==> src/rtl/gc_poll_scheduler.sv <==
// gc_poll_scheduler: frames GameCube polls over NPORTS ports sharing one transceiver,
// triggered by USB in_ready or a free-running period timer, with per-port miss tracking.
module gc_poll_scheduler #(
    parameter int NPORTS = 2,
    parameter int PERIOD_CYC = 60000,
    parameter int TIMEOUT_CYC = 30000,
    parameter int GAP_CYC = 600,
    parameter int MISS_LIMIT = 3,
    localparam int PW = (NPORTS > 1) ? $clog2(NPORTS) : 1
) (
    input  logic                 clk,
    input  logic                 rst,
    input  logic                 in_ready_i,
    input  logic [NPORTS-1:0]    port_en_i,
    input  logic [NPORTS-1:0]    rumble_i,
    output logic                 txn_start_o,
    output logic [PW-1:0]        txn_port_o,
    output logic                 txn_rumble_o,
    input  logic                 txn_done_i,
    input  logic                 txn_err_i,
    input  logic [63:0]          txn_data_i,
    output logic [NPORTS*64-1:0] report_o,
    output logic [NPORTS-1:0]    report_valid_o,
    output logic                 frame_busy_o,
    output logic                 frame_done_o
);
    localparam int MAXC = (PERIOD_CYC > TIMEOUT_CYC)
        ? ((PERIOD_CYC > GAP_CYC) ? PERIOD_CYC : GAP_CYC)
        : ((TIMEOUT_CYC > GAP_CYC) ? TIMEOUT_CYC : GAP_CYC);
    localparam int CW = $clog2(MAXC + 1);
    localparam int IW = $clog2(NPORTS + 1);
    localparam int MW = $clog2(MISS_LIMIT + 1);

    typedef enum logic [2:0] {IDLE, SCAN, START, WAIT, GAP, DONE} state_t;

    state_t               state_q, state_d;
    logic [CW-1:0]        tmr_q, cnt_q;
    logic [IW-1:0]        idx_q, base;
    logic [PW-1:0]        nxt, port_q;
    logic                 rumble_q, pending_q, tick, trig, found, tmo, ends;
    logic [NPORTS*64-1:0] report_q;
    logic [NPORTS-1:0]    valid_q;
    logic [MW-1:0]        miss_q [NPORTS];
    logic [MW-1:0]        miss_sat;

    assign tick = tmr_q == CW'(PERIOD_CYC - 1);
    assign trig = in_ready_i | tick;
    assign tmo = cnt_q == CW'(TIMEOUT_CYC - 1);
    assign ends = txn_done_i | tmo;
    assign miss_sat = (miss_q[port_q] == MW'(MISS_LIMIT)) ? miss_q[port_q] : miss_q[port_q] + 1'b1;

    // In WAIT the search looks past the current port to decide between GAP and DONE.
    always_comb begin
        base = (state_q == WAIT) ? idx_q + 1'b1 : idx_q;
        found = 1'b0;
        nxt = '0;
        for (int i = NPORTS - 1; i >= 0; i--) begin
            if (port_en_i[i] && i >= int'(base)) begin
                found = 1'b1;
                nxt = PW'(i);
            end
        end
    end

    always_comb begin
        state_d = state_q;
        case (state_q)
            IDLE:    state_d = trig ? SCAN : IDLE;
            SCAN:    state_d = found ? START : DONE;
            START:   state_d = WAIT;
            WAIT:    state_d = ends ? (found ? GAP : DONE) : WAIT;
            GAP:     state_d = (cnt_q == CW'(GAP_CYC - 1)) ? SCAN : GAP;
            DONE:    state_d = (pending_q || trig) ? SCAN : IDLE;
            default: state_d = IDLE;
        endcase
    end

    always_ff @(posedge clk) begin
        if (rst) begin
            state_q <= IDLE;
            tmr_q <= '0;
            cnt_q <= '0;
            idx_q <= '0;
            port_q <= '0;
            rumble_q <= 1'b0;
            pending_q <= 1'b0;
            report_q <= '0;
            valid_q <= '0;
            for (int p = 0; p < NPORTS; p++) miss_q[p] <= '0;
        end else begin
            state_q <= state_d;
            tmr_q <= tick ? '0 : tmr_q + 1'b1;
            cnt_q <= (state_d == state_q && (state_q == WAIT || state_q == GAP)) ? cnt_q + 1'b1 : '0;
            pending_q <= (state_q == DONE) ? 1'b0 : pending_q | (trig & frame_busy_o);
            if (state_q == SCAN && found) begin
                idx_q <= IW'(nxt);
                port_q <= nxt;
                rumble_q <= rumble_i[nxt];
            end
            if (state_q == WAIT && ends) begin
                idx_q <= idx_q + 1'b1;
                if (txn_done_i && !txn_err_i) begin
                    report_q[int'(port_q)*64 +: 64] <= txn_data_i;
                    valid_q[port_q] <= 1'b1;
                    miss_q[port_q] <= '0;
                end else begin
                    miss_q[port_q] <= miss_sat;
                    if (miss_sat == MW'(MISS_LIMIT)) valid_q[port_q] <= 1'b0;
                end
            end
            if (state_q == DONE) idx_q <= '0;
        end
    end

    assign txn_start_o = state_q == START;
    assign txn_port_o = port_q;
    assign txn_rumble_o = rumble_q;
    assign report_o = report_q;
    assign report_valid_o = valid_q;
    assign frame_busy_o = state_q != IDLE && state_q != DONE;
    assign frame_done_o = state_q == DONE;
endmodule

==> config.mk <==
export PLATFORM = sky130hd
export DESIGN_NAME = gc_poll_scheduler
export DESIGN_NICKNAME = d
export VERILOG_FILES = /design/src/rtl/gc_poll_scheduler.sv
export SDC_FILE = /design/constraint.sdc
export NUM_CORES = 1
export LEC_CHECK = 0
export BUFFER_PORTS_ARGS = -buffer_cell sky130_fd_sc_hd__buf_2
export CAP_MARGIN = 20
export CORE_MARGIN = 4
export CORE_UTILIZATION = 46
export CTS_BUF_LIST = sky130_fd_sc_hd__clkbuf_16
export DETAILED_ROUTE_END_ITERATION = 6
export PLACE_DENSITY = 0.76
export SLEW_MARGIN = 20
export SYNTH_ARGS = -nofsm -noshare
export SYNTH_HDL_FRONTEND = slang
export SYNTH_SLANG_ARGS = --single-unit
export TNS_END_PERCENT = 1
==> constraint.sdc <==
create_clock -name clk -period 1.8 [get_ports clk]
set_clock_uncertainty 0.15 [all_clocks]
set_input_delay 0 -clock clk [delete_from_list [all_inputs] [get_ports clk]]
set_output_delay 0 -clock clk [all_outputs]
set_load 0.02 [all_outputs]
# Yosys cells after proc, flatten, opt, wreduce, memory -nomap -nowiden
# Memory sizes are Yosys's and may differ from the RTL's. A register that Yosys moved wholly into a read port is not among the register bits.
# Index checks and enable logic that the tools add are counted.
word_totals:
  register_bits: 170
  ram_bits: 4
  input_bits: 73
  out_inout_bits: 135
  elab_cells: 101
  memories: 1
memory_table:
  columns: ["memory", "words", "width", "rd", "rd_ports_with_merged_regs", "write_ports", "line", "rtl"]
  rows:
  - ["miss_q", 2, 2, 1, 1, 2, "43", "logic [MW-1:0] miss_q [NPORTS];"]
classes:
  addsub: 5
  magnitude_cmp: 5
  n_eq_ne: 12
  n_shift: 2
  n_mux: 37
  n_bitwise: 9
  n_reduce_logical: 21
ops:
  columns: ["operator", "count"]
  rows:
  - ["128-bit bitwise mux", 1]
  - ["64-bit by 33-bit variable shift with 128-bit output, first input constant", 1]
  - ["64-bit by 33-bit variable part select with 128-bit output", 1]
  - ["7-bit negation with 33-bit output", 1]
  - ["16-bit by 1-bit adder with 16-bit output, second input constant", 2]
  - ["1-bit two-way mux", 23]
  - ["3-bit one-hot mux with 6 select lines", 1]
  - ["16-bit by 10-bit equality test with 1-bit output, second input constant", 1]
  - ["16-bit by 15-bit equality test with 1-bit output, second input constant", 1]
  - ["16-bit equality test, second input constant", 1]
  - ["2-bit two-way mux", 8]
  - ["3-bit two-way mux", 3]
  - ["1-bit logical AND", 8]
  - ["2-bit OR reduction", 4]
  - ["3-bit by 2-bit equality test with 1-bit output, second input constant", 2]
  - ["3-bit equality test, second input constant", 2]
  - ["2-bit by 1-bit adder with 2-bit output, second input constant", 2]
  - ["2-bit equality test, second input constant", 2]
  - ["1-bit by 2-bit >= comparator with 1-bit output, first input constant", 2]
  - ["1-bit by 2-bit less-than comparator with 1-bit output, second input constant", 2]
  - ["1-bit OR", 4]
  - ["2-bit AND reduction", 2]
  - ["2-bit nonzero test", 2]
  - ["3-bit by 1-bit equality test with 1-bit output, second input constant", 1]
  - ["13 further kinds", 14]

# Logic depth before layout (Yosys ltp)
# Gate-level depths: netlist of the first run.
logic_depth:
  word_depth: 13
  mapped_depth: 8
  mapped_depth_nobuf: 6

# Least setup slack after synthesis of the first run
# Ideal clock, no wire load.
synth_timing:
  kind: "flip-flop to flip-flop"
  startpoint: "register cnt_q[0]"
  endpoint: "memory miss_q[1][1] in the netlist's numbering (data pin)"
  setup_ps: 138
  arrival_ps: 1619
  t_required_ps: 1512
  slack_ps: -107
  path_stages_with_launch: 7
  n_path_buf: 0
  period_less_slack_ps: 1907
  cell_sequence: "dfxtp_1 > ha_1 > nor4b_2 > a41o_1 > nand2_2 > or3_1 > nor2_1"
synth_lines:
  columns: ["item", "line", "rtl"]
  rows:
  - ["start, declared", "37", "logic [CW-1:0] tmr_q, cnt_q;"]
  - ["start signal, assigned", "93", "cnt_q <= (state_d == state_q && (state_q == WAIT || state_q == GAP)) ? cnt_q + 1'b1 : '0;"]
  - ["end, declared", "43", null]

# Final worst setup path of the first run
layout_timing:
  startpoint: "register state_q[0]"
  endpoint: "register state_q[0]"
layout_between:
  elab_chain_cells: 9
  elab_cells_between_ends: 17
  classes_between: "2 x order compare; 5 x eq/ne; 7 x mux; 3 x reduce/logical"
layout_lines:
  columns: ["item", "line", "rtl"]
  rows:
  - ["start, declared", "36", "state_t state_q, state_d;"]
  - ["start signal, assigned", "91", "state_q <= state_d;"]
  - ["3-bit by 2-bit equality test with 1-bit output", "54, 67", null]
  - ["2-bit two-way mux", "54", "base = (state_q == WAIT) ? idx_q + 1'b1 : idx_q;"]
  - ["1-bit by 2-bit >= comparator with 1-bit output", "58", "if (port_en_i[i] && i >= int'(base)) begin"]
  - ["1-bit logical AND", "58", null]
  - ["1-bit two-way mux (2 in a row)", "58", null]
  - ["1-bit two-way mux", "71", "WAIT: state_d = ends ? (found ? GAP : DONE) : WAIT;"]
  - ["3-bit two-way mux", "71", null]
  - ["3-bit one-hot mux with 6 select lines (*)", "67", "case (state_q)"]
# Mark *: on every way between the ends. The rest lies on a longest branch, timed or not.
# A chain may end at the register's enable or synchronous reset.

==> metrics, run 1 <==
Yosys warnings 0; vias per cell 5.16; number of synthesized flops with an enable pin 4; Most used DFF post-synth dfxtp_1; crit end category flip-flop; H-tree levels 4; die area about 0.017 mm2; Mapped Nets around 900; WHS around 120 ps; footprint of the multi-input gates about 0.0031 mm2; port buffer count between 200 and 250; commonest non-fill, non-tap cells in the layout nand2_1 (270), buf_2 (206), dfxtp_1 (168); core area 0.0141 mm2; period utilization 104%; cell type with the highest aggregate area in the netlist dfxtp_1; synth unique cells 50; std cell rows 43; RSZ-0062 raised after global routing yes; gr ovfl total 0; CTS Root Cell clkbuf_16; CTS tree built; minimum clock period around 1900 ps; Met1 Wirelength roughly 7900 um; status complete, but fails checks; metal3 WL around 1200 um; max incr delay on CP 330 ps; leading cell type in the layout, fill and taps excluded nand2_1; via count 6,806; fin. max-slew vios 0; CTS sink count 175; Top Layer Used met4; Ports 208; crit path cell chain buf_4 -> and3b_1 -> mux2i_2 -> or2_4 -> buf_4 -> o21ai_0 -> o2bb2ai_1; WP data arrival between 2000 and 2500 ps; # nets final between 1,000 and 1,500; CTS max path bufs 2; first-pass GRT wire length a little over 30,000 um; Initial Util between 40% and 50%; GRT Overall Usage 23.1%; Syn Area/Cell 8.17 um2; post-DR wirelength/cell 15.2 um; Setup Buffers After CTS 0; Fill cells 1,049; ys async rst share 0%; Slowest cell on crit path dfxtp_1; die height approximately 130 um; crit start category flip-flop; PD cells ~850 mW/mm2; Area Overhead vs Synth 46.8%; Yosys reg bits between 150 and 200; GPL Wtd Cong 0.832; MaxCap Viol Count 0; Sum Neg Setup Slack -1070 ps; Post-DRT Antenna Nets 0; highest clock rate roughly 540 MHz; Clk Latency, worst-skew pair roughly 420 ps; worst setup margin -67.2 ps; register area share after synthesis a little over half; Hold Fails Final Rpt 0; number of antenna violations at the first check in global routing 0; vias in the first global route between 6,000 and 7,000; largest net degree at the start of global routing 84; layout cells sized above 1 approximately 30%; VDD IR max 578 uV; HP Class in2reg; antenna diode count 0; top cell type's share of synthesized area between 50% and 60%; Max Fanout on Critical Path 10; drt initial violations 400; post-DP HPWL between 10,000 and 15,000 um; Storage cell area between 0.003 and 0.004 mm2; synthesized cell area about 0.0067 mm2; first-pass iteration count of the detailed router 4; drt drc 0; Req. time, crit path around 2000 ps; LEAKAGE approximately 4 nW; routed wl met2 between 10,000 and 15,000 um; die extent in x approximately 130 um; failing checks negative setup slack; Synth area leaders dfxtp_1 (51%), nand2_1 (15%), a21oi_1 (10%); CTS buffer count 17; clk slew on worst S/H paths ~60 ps; worst slew pin tran roughly 450 ps; final setup vio count 26; Top cell by count, worst path buf_4; DRT Wirelength approximately 20,000 um; Crit Path Class reg2reg; cells after synthesis approximately 800; relative slew slack a little over two thirds
-- critical path, delay by kind of cell, from the launching register on --
kind / cells / cell delay (ps)
DFF: 1 / 330
and+or+nand+nor: 2 / 410
muxes: 1 / 280
buffers and inverters: 2 / 290
AOI/OAI and AO/OA: 2 / 270
-- synthesized netlist by cell type (5+ instances only) --
| cell type | instances |
|---|---|
| a21oi_1 | 135 |
| and3_1 | 8 |
| buf_2 | 15 |
| buf_4 | 15 |
| clkbuf_1 | 19 |
| dfxtp_1 | 171 |
| inv_1 | 10 |
| nand2_1 | 271 |
| nand2b_1 | 8 |
| nand3_1 | 14 |
| nor2_1 | 50 |
| nor3_1 | 10 |
| or3_1 | 5 |
| xnor2_1 | 16 |
| xor2_1 | 12 |
-- timing repair --
action	CTS	global route
pin swaps	5	4
endpoints found under the setup margin	156	160
endpoints found under the hold margin	139	0
hold buffers	71	0
gates cloned	0	2
resized for setup	14	41
-- per-layer routing --
metal / GRT usage, % / vias up
met5: 0 / -
met4: 11.6 / 0
met3: 4.48 / 65
met2: 39.5 / 274
met1: 27.7 / 3141
li1: - / 3326
-- stage by stage --
stage	setup WS (ps)	utilization (%)	std cells	area, um2	total power, mW
finish	-67.2	70.0	1318	9870	8.35
global route	-126	70.0	1318	9870	8.65
CTS	-47.5	68.4	1316	9650	8.38
detailed placement	-117	58.7	1213	8280	4.55
global placement	-71.6	58.7	1213	8280	4.55
floorplan	-49.5	-	823	6750	4.30
-- final cells by class --
class                   instances  share of cell area (%)
flip-flops and latches        175                    35.9
multi-input cells             588                    31.6
repair buffers                333                    23.8
clock buffers                  17                    4.31
well taps                     180                    2.28
clock inverters                15                    1.72
inverters                      10                   0.380
-- report_power, final --
part / total, mW / leakage (nW) / internal, mW / switching, mW
clock network: 3.70 / 0.293 / 2.18 / 1.52
registers: 3.96 / 1.42 / 3.93 / 0.0291
logic: 0.687 / 2.32 / 0.330 / 0.357
-- logic make-up (layout without fill, tap and decap cells) --
family	after synthesis	in the layout	share of synthesized area, %
adder cells (fa/ha/maj)	2	2	0.372
buffers and inverters	60	375	4.47
multiplexers	3	3	0.447
AND/OR/NAND/NOR	395	395	25.2
XOR/XNOR	28	28	3.65
AO/OA/AOI/OAI	160	160	13.2
flip-flops	175	175	52.7
-- flip-flops by register name, summed over array words and instances, names as in the netlist, named ones only --
name and flops:
cnt_q 16, txn_rumble_o 1, tmr_q 16, idx_q 2, report_o 128, txn_port_o 1, miss_q 4, pending_q 1
state_q 3
-- final timing paths --
path	start	to	slack (ps)	cells past startpoint
max	state_q[0]$_SDFF_PP0_	state_q[0]$_SDFF_PP0_	-70	7
min	txn_done_i	state_q[1]$_SDFF_PP0_	120	5
max reg2reg	state_q[0]$_SDFF_PP0_	state_q[0]$_SDFF_PP0_	-70	7
min reg2reg	report_o[22]$_SDFFE_PP0P_	report_o[22]$_SDFFE_PP0P_	300	2
Power figures use the tool's default switching activity.
==> run 2, diff against run 1 <==
Settings changed: RECOVER_POWER from default to 50.
==> run 2 against run 1 <==
The run still ends with negative setup slack left. Die area is the same. Clock-buffer cell count is the same. Global-route usage is the same. Worst hold slack lost 1.4 ps. Register-to-register slack is essentially flat. Sequential cell count is the same. Critical path type unchanged.
==> metrics, run 2 (synthesis gave the netlist of run 1 again) <==
status complete, but fails checks; failing checks negative setup slack; worst setup margin -66.1 ps; Ports approximately 210; die height roughly 130 um; period utilization 104%; post-DP HPWL between 10,000 and 15,000 um; CTS Root Cell clkbuf_16; WP data arrival 2020 ps; core area 0.0141 mm2; gr busiest metal met2; CTS max path bufs 2; worst slew pin tran around 460 ps; met2 usage around 39%; Req. time, crit path between 1500 and 2000 ps; layout cells sized above 1 ~23%; CTS tree built; highest clock rate between 500 and 600 MHz; NetSw 1.92 mW; Combinational Power Share under 10%; CTS buffer count 17; fin. max-slew vios 0; crit end category flip-flop; LEAKAGE between 3 and 4 nW; Hold Fails Final Rpt 0; die area between 0.015 and 0.02 mm2; M1 GR Usage about 28%; crit path cell chain buf_4 -> and3b_1 -> mux2i_2 -> or2_4 -> buf_4 -> o21ai_0 -> o2bb2ai_1; drt drc 0; drt initial violations about 400; hold_sp txn_done_i; Initial Util roughly 48%; Critical path origin state_q[0]$_SDFF_PP0_; Non-Filler Instances 1,318; Setup Buffers After CTS 0; # nets final roughly 1,200; DP Cell Count approximately 1,200; GRT Overall Usage around 23%; Crit Path Class reg2reg; clock share of power roughly 44%; Area Overhead vs Synth 45.3%; CTS sink count around 180; Reg-to-Reg Start state_q[0]$_SDFF_PP0_; clk slew on worst S/H paths 60 ps; max reg flops between 100 and 150; VDD IR max 581 uV; die extent in x 129 um; GPL Wtd Cong 0.832; H-tree levels 4; P_int between 6 and 7 mW; Post-DRT Antenna Nets 0; std cell rows 43; final setup vio count 25; relative slew slack 69.2%; hold depth 5; DRT Wirelength 20,200 um; Fill cells 1,111; port buffer count 207; HP Class in2reg; minimum clock period 1870 ps; vias per cell 5.15; Slowest cell on crit path dfxtp_1; first-pass GRT wire length about 31,000 um; sequential power share a little under half; crit start category flip-flop; PD cells 855 mW/mm2; via count between 6,000 and 7,000; number of antenna violations at the first check in global routing 0; pre-CTS setup slack -117 ps; Max Fanout on Critical Path 10; antenna diode count 0; gr ovfl total 0; Top cell by count, worst path buf_4; R2R Setup Slk -70 ps; Clk Latency, worst-skew pair about 420 ps; RSZ-0062 raised after global routing yes; switching share of power 22.9%; met3 usage about 4.5%; max incr delay on CP ~330 ps; commonest non-fill, non-tap cells in the layout nand2_1 (270), dfxtp_1 (168), buf_2 (124); post-DR wirelength/cell 15.3 um; leading cell type in the layout, fill and taps excluded nand2_1; vias in the first global route ~6,400; Reg2Reg Depth 7; largest net degree at the start of global routing 84; first-pass iteration count of the detailed router 7; hold endpoint state_q[1]$_SDFF_PP0_; MaxCap Viol Count 0; reg2reg end state_q[0]$_SDFF_PP0_
==> run 2: changes by cell type in the layout (fill, tap and decap cells not counted), sizes merged <==
cell / delta
buf: -82
clkbuf: +82
==> run 2: layer usage <==
metal,vias to the layer above,routed length (um)
met4,0,812
met3,71,1160
met2,263,10100
met5,-,0
li1,3325,-
met1,3132,8130
==> run 2: power by group through the flow <==
stage / clock network [mW] / logic (mW) / registers [mW]
after floorplan: 0 / 0.239 / 4.07
after global placement: 0 / 0.506 / 4.04
after detailed placement: 0 / 0.509 / 4.04
after CTS: 3.78 / 0.643 / 3.96
after global routing: 3.94 / 0.740 / 3.96
final: 3.70 / 0.686 / 3.96
==> run 2: timing repair <==
item / 4_1_cts / 5_1_grt
setup endpoints to repair: 156 / 160
gates resized for setup: 14 / 41
pin swaps: 5 / 4
gates cloned: 0 / 2
hold buffers: 71 / 0
endpoints found under the hold margin: 139 / 0
==> run 2: worst max-delay path by stage <==
| stage | to | slack, ps | depth (start not counted) |
|---|---|---|---|
| floorplan | miss_q[1][1]$_SDFFCE_PN0P_ | -50 | 6 |
| global placement | flip-flop | -70 | 5 |
| detailed placement | flip-flop | -120 | 5 |
| CTS | miss_q[1][1]$_SDFFCE_PN0P_ | -50 | 6 |
| global route | cnt_q[6]$_SDFF_PP0_ | -130 | 7 |
| finish | state_q[0]$_SDFF_PP0_ | -70 | 7 |
==> run 2: cell type report <==
cell class | instances | area [um2] | share of cell area [%]
well taps | 180 | 225 | 2.31
multi-input cells | 588 | 3110 | 31.9
flip-flops and latches | 175 | 3550 | 36.3
clock inverters | 15 | 170 | 1.74
clock buffers | 17 | 425 | 4.36
repair buffers | 333 | 2250 | 23.0
inverters | 10 | 37.5 | 0.384
==> run 2: per-stage QoR <==
stage / hold WS [ps] / power (mW) / cell area, um2 / utilization, % / TNS, ps
after global placement: 104 / 4.55 / 8280 / 58.7 / -1980
after CTS: 65.9 / 8.38 / 9650 / 68.4 / -356
after floorplan: -14.0 / 4.30 / 6750 / - / -658
after detailed placement: 108 / 4.55 / 8280 / 58.7 / -4600
final: 118 / 8.35 / 9770 / 69.3 / -1090
after global routing: 137 / 8.64 / 9770 / 69.3 / -8760
==> run 2: critical path, delay by kind of cell, from the launching register on <==
| kind | cells | cell delay (ps) |
|---|---|---|
| and+or+nand+nor | 2 | 410 |
| AOI/OAI and AO/OA | 2 | 260 |
| muxes | 1 | 280 |
| DFF | 1 | 330 |
| buffers and inverters | 2 | 300 |
==> run 3, diff against run 2 <==
Settings changed: SETUP_SLACK_MARGIN from default to 0.4.
==> run 3 against run 2 <==
Sequential share of layout area fell by 2.0 points. The flow still finishes with violations (negative setup slack). Clock power fell by 7.0%. First-iteration DRC count fell by 0.25%. Power fell by 2.4%. Register-to-register slack improved by 40 ps. Highest routed layer unchanged.
==> metrics, run 3 (synthesis gave the netlist of run 1 again) <==
status complete, but fails checks; failing checks negative setup slack; worst setup margin -24.4 ps; Ports 208; CTS Root Cell clkbuf_16; post-DR wirelength/cell roughly 17 um; die height roughly 130 um; relative slew slack 60.8%; period utilization 101%; Top Layer Used met4; vias per cell between 5 and 6; crit start category flip-flop; Clk Latency, worst-skew pair between 400 and 500 ps; CTS max path bufs 2; Area Overhead vs Synth 54.5%; MaxCap Viol Count 0; worst slew pin tran just under 600 ps; Initial Util around 48%; max incr delay on CP between 300 and 400 ps; via count around 7,000; routed wl met2 roughly 11,000 um; number of antenna violations at the first check in global routing 0; crit end category flip-flop; LEAKAGE between 3 and 4 nW; Slowest cell on crit path dfxtp_2; # nets final about 1,200; WP buf/inv 4; post-DP HPWL between 10,000 and 15,000 um; commonest non-fill, non-tap cells in the layout nand2_1 (170), dfxtp_1 (157), buf_2 (119); antenna diode count 0; drt drc 0; first-pass iteration count of the detailed router 5; gr ovfl total 0; Hold Fails Final Rpt 0; Met1 Wirelength between 8000 and 9000 um; WP data arrival ~2000 ps; vias in the first global route between 6,000 and 7,000; CTS sink count ~180; highest clock rate about 550 MHz; max reg flops between 100 and 150; die extent in x about 130 um; CTS tree built; Top delay family on crit path simple AND/OR/NAND/NOR gates; Max Fanout on Critical Path 8; RSZ-0062 raised after global routing yes; layout cells sized above 1 roughly 36%; DP Cell Count about 1,200; clk slew on worst S/H paths about 70 ps; core area roughly 0.014 mm2; CTS buffer count 17; fin. max-slew vios 0; port buffer count roughly 210; final setup vio count 16; die area ~0.017 mm2; largest net degree at the start of global routing 57; H-tree levels 4; crit path cell chain nand2b_4 -> or2_4 -> buf_6 -> nor3_4 -> buf_6 -> buf_6 -> buf_16 -> nand2_2 -> a21oi_2; Top cell by count, worst path buf_6; Sum Neg Setup Slack -110 ps; Req. time, crit path 2000 ps; GPL Wtd Cong 0.835; DRT Wirelength approximately 22,000 um; HP Class in2reg; leading cell type in the layout, fill and taps excluded nand2_1; metal3 WL approximately 1400 um; drt initial violations 395; std cell rows 43; Non-Filler Instances 1,321; pre-CTS setup slack -115 ps; minimum clock period 1820 ps; GRT Overall Usage 25.5%; Post-DRT Antenna Nets 0; Crit Path Class reg2reg; first-pass GRT wire length between 30,000 and 40,000 um; PD cells roughly 780 mW/mm2; VDD IR max 723 uV
## run 3: metal layers
metal	track usage, %	up-vias
met5	0	-
met4	11.4	0
met3	5.85	79
met2	45.2	306
met1	29.3	3253
li1	-	3333
## run 3: final timing paths
path	start	endpoint	slack [ps]	cells after the start
min	txn_done_i	state_q[0]$_SDFF_PP0_	90	5
max reg2reg	state_q[2]$_SDFF_PP0_	report_o[114]$_SDFFE_PP0P_	-20	9
min reg2reg	report_o[59]$_SDFFE_PP0P_	report_o[59]$_SDFFE_PP0P_	300	2
max	state_q[2]$_SDFF_PP0_	report_o[114]$_SDFFE_PP0P_	-20	9
## run 3: power by group
group | switching [mW] | internal (mW) | leakage [nW] | total, mW
Sequential | 0.0383 | 3.93 | 1.43 | 3.97
Combinational | 0.381 | 0.355 | 2.09 | 0.735
Clock | 1.54 | 1.90 | 0.269 | 3.44
Total | 1.96 | 6.18 | 3.78 | 8.15
## run 3: what timing repair did
| action | 4_1_cts | 5_1_grt |
|---|---|---|
| endpoints found under the hold margin | 151 | 0 |
| setup buffers | 5 | 0 |
| gates cloned | 7 | 0 |
| pin swaps | 138 | 46 |
| hold buffers | 71 | 0 |
| endpoints found under the setup margin | 180 | 180 |
| gates resized for setup | 153 | 95 |
## run 3: tightest hold or removal path: stages
cell       delay, ps
buf_2            110
a41o_1           160
buf_4            140
o21ai_0           80
o2bb2ai_1        120
## run 3: final cells by class
| type | count | area (um2) |
|---|---|---|
| repair buffers | 337 | 2420 |
| inverters | 10 | 37.5 |
| multi-input cells | 588 | 3610 |
| well taps | 180 | 225 |
| flip-flops and latches | 175 | 3560 |
| clock buffers | 17 | 425 |
| clock inverters | 14 | 114 |
| fillers | 1016 | 3710 |
## run 3: per-stage QoR
stage,hold WS [ps],utilization (%),instance area (um2),power (mW)
finish,89.6,73.7,10400,8.15
detailed placement,108,58.1,8200,4.56
CTS,70.6,72.0,10100,8.15
global placement,104,58.1,8200,4.55
global route,107,73.7,10400,8.44
floorplan,-14.0,-,6770,4.31
